$ cat config.mk
export PLATFORM = sky130hd
export DESIGN_NAME = regfile_2w2r_sb
export DESIGN_NICKNAME = d
export VERILOG_FILES = /design/src/rtl/regfile_2w2r_sb.sv
export SDC_FILE = /design/constraint.sdc
export NUM_CORES = 2
export LEC_CHECK = 0
export BUFFER_PORTS_ARGS = -buffer_cell sky130_fd_sc_hd__buf_4
export CELL_PAD_IN_SITES_DETAIL_PLACEMENT = 1
export CELL_PAD_IN_SITES_GLOBAL_PLACEMENT = 1
export CORE_MARGIN = 2
export CORE_UTILIZATION = 35
export DETAILED_ROUTE_END_ITERATION = 8
export GPL_TIMING_DRIVEN = 0
export PLACE_DENSITY = 0.55
export SLEW_MARGIN = 10
export SYNTH_ARGS = -nofsm -noshare
export SYNTH_HDL_FRONTEND = slang
export SYNTH_SLANG_ARGS = --single-unit
$ cat constraint.sdc
create_clock -name clk -period 4.4 [get_ports clk]
set_input_delay 0.88 -clock clk [delete_from_list [all_inputs] [get_ports clk]]
set_output_delay 0.88 -clock clk [all_outputs]
set_load 0.02 [all_outputs]
$ cat src/rtl/regfile_2w2r_sb.sv
`default_nettype none
// ============================================================================
// Module   : regfile_2w2r_sb
// Purpose  : Register file with two write ports, two combinational read ports
//            and a per-register busy scoreboard (pending-write tracking).
// Ports    : clk, rst_n (asynchronous, active-low)
//            we0/wa0/wd0, we1/wa1/wd1 : write ports (port 1 wins on collision)
//            ra0/rd0, ra1/rd1         : combinational read ports
//            iss_en/iss_addr          : mark a destination register busy
//            busy0/busy1              : registered busy bit of ra0/ra1
//            busy_cnt                 : registered number of busy registers
// Config   : REGFILE_BYPASS_EN - when defined, a write presented this cycle is
//            forwarded to a read of the same address (port 1 over port 0).
// Revision : 1.0 - initial release
// ============================================================================
module regfile_2w2r_sb #(
  parameter int DATA_W   = 32,
  parameter int ADDR_W   = 5,
  parameter int ZERO_REG = 1
) (
  input  logic              clk,
  input  logic              rst_n,
  input  logic              we0,
  input  logic [ADDR_W-1:0] wa0,
  input  logic [DATA_W-1:0] wd0,
  input  logic              we1,
  input  logic [ADDR_W-1:0] wa1,
  input  logic [DATA_W-1:0] wd1,
  input  logic [ADDR_W-1:0] ra0,
  output logic [DATA_W-1:0] rd0,
  input  logic [ADDR_W-1:0] ra1,
  output logic [DATA_W-1:0] rd1,
  input  logic              iss_en,
  input  logic [ADDR_W-1:0] iss_addr,
  output logic              busy0,
  output logic              busy1,
  output logic [ADDR_W:0]   busy_cnt
);

  localparam int c_depth = 2 ** ADDR_W;

  logic [DATA_W-1:0]  r_mem [c_depth];
  logic [c_depth-1:0] r_busy;
  logic [ADDR_W:0]    r_busy_cnt;

  logic               w_zero_en;
  logic               w_we0_ok;
  logic               w_we1_ok;
  logic               w_iss_ok;
  logic [c_depth-1:0] w_set;
  logic [c_depth-1:0] w_clr;
  logic [c_depth-1:0] w_busy_nxt;
  logic               w_inc;
  logic               w_dec0;
  logic               w_dec1;

  assign w_zero_en = (ZERO_REG != 0);

  // Accesses aimed at a hard-wired zero register are dropped up front so the
  // storage, scoreboard and bypass paths never see them.
  assign w_we0_ok = we0 && !(w_zero_en && (wa0 == '0));
  assign w_we1_ok = we1 && !(w_zero_en && (wa1 == '0));
  assign w_iss_ok = iss_en && !(w_zero_en && (iss_addr == '0));

  // --------------------------------------------------------------------------
  // Storage: both ports assign in order, so port 1 overrides port 0 when the
  // addresses collide.
  // --------------------------------------------------------------------------
  always_ff @(posedge clk or negedge rst_n) begin
    if (!rst_n) begin
      for (int i = 0; i < c_depth; i++) begin
        r_mem[i] <= '0;
      end
    end else begin
      if (w_we0_ok) r_mem[wa0] <= wd0;
      if (w_we1_ok) r_mem[wa1] <= wd1;
    end
  end

  // --------------------------------------------------------------------------
  // Scoreboard next state: an issue to a register overrides a write to it in
  // the same cycle, because the newly issued producer is still outstanding.
  // --------------------------------------------------------------------------
  for (genvar gi = 0; gi < c_depth; gi++) begin : g_busy
    assign w_set[gi]      = w_iss_ok && (iss_addr == ADDR_W'(gi));
    assign w_clr[gi]      = (w_we0_ok && (wa0 == ADDR_W'(gi))) ||
                            (w_we1_ok && (wa1 == ADDR_W'(gi)));
    assign w_busy_nxt[gi] = w_set[gi] | (r_busy[gi] & ~w_clr[gi]);
  end

  // Count delta: +1 only for a fresh set, -1 per distinct busy register that
  // is cleared and not re-issued. Port 1 does not count a second clear when
  // both ports hit the same register.
  assign w_inc  = w_iss_ok && !r_busy[iss_addr];
  assign w_dec0 = w_we0_ok && r_busy[wa0] && !(w_iss_ok && (iss_addr == wa0));
  assign w_dec1 = w_we1_ok && r_busy[wa1] && !(w_iss_ok && (iss_addr == wa1)) &&
                  !(w_we0_ok && (wa0 == wa1));

  always_ff @(posedge clk or negedge rst_n) begin
    if (!rst_n) begin
      r_busy     <= '0;
      r_busy_cnt <= '0;
    end else begin
      r_busy     <= w_busy_nxt;
      r_busy_cnt <= r_busy_cnt + (ADDR_W+1)'(w_inc)
                                - (ADDR_W+1)'(w_dec0)
                                - (ADDR_W+1)'(w_dec1);
    end
  end

  // --------------------------------------------------------------------------
  // Read ports
  // --------------------------------------------------------------------------
  always_comb begin
    rd0 = r_mem[ra0];
    rd1 = r_mem[ra1];
    if (w_zero_en && (ra0 == '0)) rd0 = '0;
    if (w_zero_en && (ra1 == '0)) rd1 = '0;
`ifdef REGFILE_BYPASS_EN
    // Forwarding is suppressed during reset so reads return the cleared state.
    if (rst_n) begin
      if (w_we0_ok && (wa0 == ra0)) rd0 = wd0;
      if (w_we1_ok && (wa1 == ra0)) rd0 = wd1;
      if (w_we0_ok && (wa0 == ra1)) rd1 = wd0;
      if (w_we1_ok && (wa1 == ra1)) rd1 = wd1;
    end
`endif
  end

  assign busy0    = r_busy[ra0];
  assign busy1    = r_busy[ra1];
  assign busy_cnt = r_busy_cnt;

endmodule
`default_nettype wire

==> impl_summary.txt <==
----------------------------------------------------
[Routing]
  Post-detailed-route count of antenna-violating nets ... 0
  Post-route DRC violation count ... 0
  Number of detailed-route iterations in the first pass ... 7
  Vias per cell ... 6.87
  DRC marker count from the first detailed-route iteration ... 8781
  Routed wire length per instance ... 46.0 microns
  Total Wirelength ... 412000 microns
  Number of vias in the routed layout ... 61400

[Synthesis]
  Xor and xnor fraction of the mapped netlist area ... 0.252%
  Mux cell area share after synthesis ... 35.0%
  Total standard cell area after synthesis ... 66000 sq um
  Total nets after synthesis ... 6114
  Dominant combinational cell family by area after synthesis ... multiplexers
  Share of flip-flops with an asynchronous set or reset after synthesis ... 100%
  Area share of and/or/nand/nor cells after synthesis ... 7.27%
  Flip-flop cell with the highest count after synthesis ... sky130_fd_sc_hd__dfrtp_1
  Post-synthesis adder-cell area fraction ... 0.174%
  Synthesized area per cell ... 11.0 sq um
  Register area share after synthesis ... 40.2%
  Library cells used by synthesis ... 53
  Number of enable flip-flop cells after synthesis ... 0
  Synth warn ... 0
  Number of synthesized register bits ... 1062
  Cells after Synth ... 6012
  Share of the synthesized area in compound gates (AO/OA/AOI/OAI) ... 11.8%

[STA]
  Worst setup slack after layout ... -183 ps
  Post-route setup TNS ... -2960 ps
  Count of pins over their slew limit ... 11
  Final count of negative-setup-slack endpoints ... 39
  Slew Limit Headroom ... -0.702%
  Worst slew pin tran ... 1510 ps
  Worst Clk Skew ... 8.14 ps
  Unrepaired setup endpoints after global routing ... no
  Period minus WS final ... 4580 ps
  Final period util ... 104%
  Achievable frequency ... 218 MHz
  Fin Hold WS ... 321 ps
  Hold Fails Final Rpt ... 0

[GRT]
  Vias in the first global route ... 61000
  Remaining global-route overflow ... 0
  Maximum number of pins on one net before global-route repair ... 146
  Number of antenna violations at the first check in global routing ... 36
  GRT Resource Usage Total ... 42.2%
  First-pass GRT wire length ... 549000 microns

[Worst setup path]
  Top Family by Delay on Critical Path ... buffers and inverters
  Maximum fanout along the worst path ... 10
  WS Path Type ... primary input to primary output
  Required time reported for the critical path endpoint ... 3520 ps
  Endpoint type of the worst setup path ... primary output
  Critical path buffer and inverter count ... 3
  Crit-path max cell delay ... 580 ps
  Worst path cell trace ... clkdlybuf4s18_2, nor2_1, nand2_1, clkbuf_4, o221ai_1, a221oi_4, buf_4
  Worst EP arrival ... 3700 ps
  Cell type of the slowest stage on the worst timing path ... sky130_fd_sc_hd__clkdlybuf4s18_2
  CP Launch Type ... primary input

[Cells and area]
  Leading cell types in the layout, fill and taps excluded ... sky130_fd_sc_hd__dfrtp_1 (1062), sky130_fd_sc_hd__mux2i_1 (914), sky130_fd_sc_hd__mux4_2 (617)
  Core occupancy in the finished layout ... 40.6%
  Most common cell after layout, fill and taps aside ... sky130_fd_sc_hd__dfrtp_1
  Fill cells ... 20300
  Final Net Count ... 6419
  Share of cells above drive strength 1 ... 21.1%
  Final Instance Area ... 76200 sq um
  Area added between synthesis and finish ... 15.4%

[Clock tree]
  Register clock-pin slew on the reported worst setup and hold paths ... 60 ps
  Source-to-sink clock delay at the later pin of the worst-skew pair ... 840 ps
  Buffer depth of the longest clock path ... 3
  Number of buffers created by CTS ... 141
  Number of clock sinks seen by CTS ... 1062
  TritonCTS clock tree ... yes
  CTS HTree Levels ... 4
  Root buffer cell ... sky130_fd_sc_hd__clkbuf_16

[Floorplanning]
  Total die area ... 192000 sq um
  Top-level I/O count ... 166
  Core Region ... 188000 sq um
  Overall die height ... 438 microns
  Row count ... 159
  Die span in x ... 438 microns
  Initial core utilization ... 35.2%

[Power and ir drop]
  Power density over the cells ... 479 nW/um^2
  Fraction of power consumed by combinational cells ... 27.5%
  Internal Dissipation ... 24.0 mW
  Leakage component of the power ... 32.0 nW
  Clk pwr share ... 32.6%
  Sw frac ... 34.2%
  Switching power ... 12.5 mW
  Flop pwr share ... 39.9%
  Max VDD drop ... 0.000484 V

[Placement]
  Quantity of I/O buffers inserted on ports ... 144
  Worst setup slack before clock tree synthesis ... -2670 ps
  Area after detailed placement ... 70700 sq um
  Post-DP HPWL ... 285000 microns
  Placer's final routability congestion estimate ... 1.02

[Min path]
  Type of the worst min-delay path ... primary input to register

[Job]
  Max_cap viols ... 1

[Status]
  Run status ... complete, but fails checks
  Failing checks ... max-capacitance violations, max-slew violations, negative setup slack

----------------------------------------------------
## repair_timing
item,4_1_cts,5_1_grt
hold buffers,1,0
setup buffers,4,0
endpoints found under the hold margin,23,0
setup endpoints to repair,71,23
gates resized for setup,215,16
## cells by family (layout without fill, tap and decap cells)
group           Yosys count  after routing
xor+xnor                 19             19
fa+ha+maj                 8              8
other cells               0             20
buf+inv                 852           1265
flops                  1062           1062
simple gates           1214           1214
mux                    1538           1538
compound gates         1319           1319
## stage by stage
step                total power, mW  cells
finish                         36.5   8940
global route                   37.6   8921
CTS                            36.2   8919
detailed placement             24.2   8665
global placement               23.8   8651
floorplan                      20.4   6012
## worst min-delay path: stages
cell and delay, ps:
sky130_fd_sc_hd__buf_4 100, sky130_fd_sc_hd__nor2_1 40, sky130_fd_sc_hd__a21oi_1 100
## final cells by class
class,instances,area (sq um),share of cell area [%]
Antenna cell,20,50.0,0.0657
Buffer,768,3730,4.89
Clock buffer,214,4110,5.39
Clock inverter,37,428,0.562
Inverter,82,308,0.404
Multi-Input combinational cell,4098,36300,47.7
Sequential cell,1062,26600,34.9
Tap cell,2495,3120,4.10
Timing Repair Buffer,164,1540,2.02
## power groups by stage
stage	Combinational [mW]	Sequential, mW	Clock (mW)
after CTS	9.85	14.4	11.9
after global routing	10.6	14.8	12.2
final	10.0	14.6	11.9
after detailed placement	9.66	14.6	0
after floorplan	6.63	13.7	0
after global placement	9.37	14.4	0
## worst paths after layout
check / slack, ps / start / cells after the start / to
max reg2reg: 900 / r_busy[31] / 14 / busy_cnt[5]
min: 320 / wd1[26] / 3 / r_mem[26]
min in group asynchronous: 600 / rst_n / 2 / busy_cnt[5]
max in group asynchronous: 1390 / rst_n / 5 / r_mem[40]
max: -180 / ra1[4] / 7 / rd1[21]
min reg2reg: 480 / r_mem[1002] / 1 / r_mem[1002]
## synth_stat cells (all sizes together) (6+ instances only)
cell	instances	area share (%)
mux2i	917	14
nor4	6	0.13
a32oi	118	1.6
a221oi	66	0.88
clkbuf	545	3.1
buf	225	1.7
or3	9	0.085
ha	6	0.11
xor2	8	0.11
dfrtp	1062	40
nor3	13	0.11
mux4	617	21
xnor2	11	0.15
nand2b	15	0.14
nand3	9	0.076
nor2b	11	0.10
a32o	17	0.26
nor2	593	3.4
o21ai	459	3.5
a2bb2oi	26	0.34
inv	82	0.47
a21oi	548	4.2
o221ai	64	0.85
nand2	539	3.1
## state kept, by name, indices dropped and copies added (netlist names)
register  flops
busy_cnt      6
r_busy       32
r_mem      1024
## metal layers
metal	wire length, microns	up-vias	global-route usage [%]
met5	896	-	2.18
met4	33000	34	28.1
met3	50400	1363	17.4
met2	171000	4527	59.7
met1	156000	32600	52.5
li1	-	22900	-
Power figures use the tool's default switching activity.
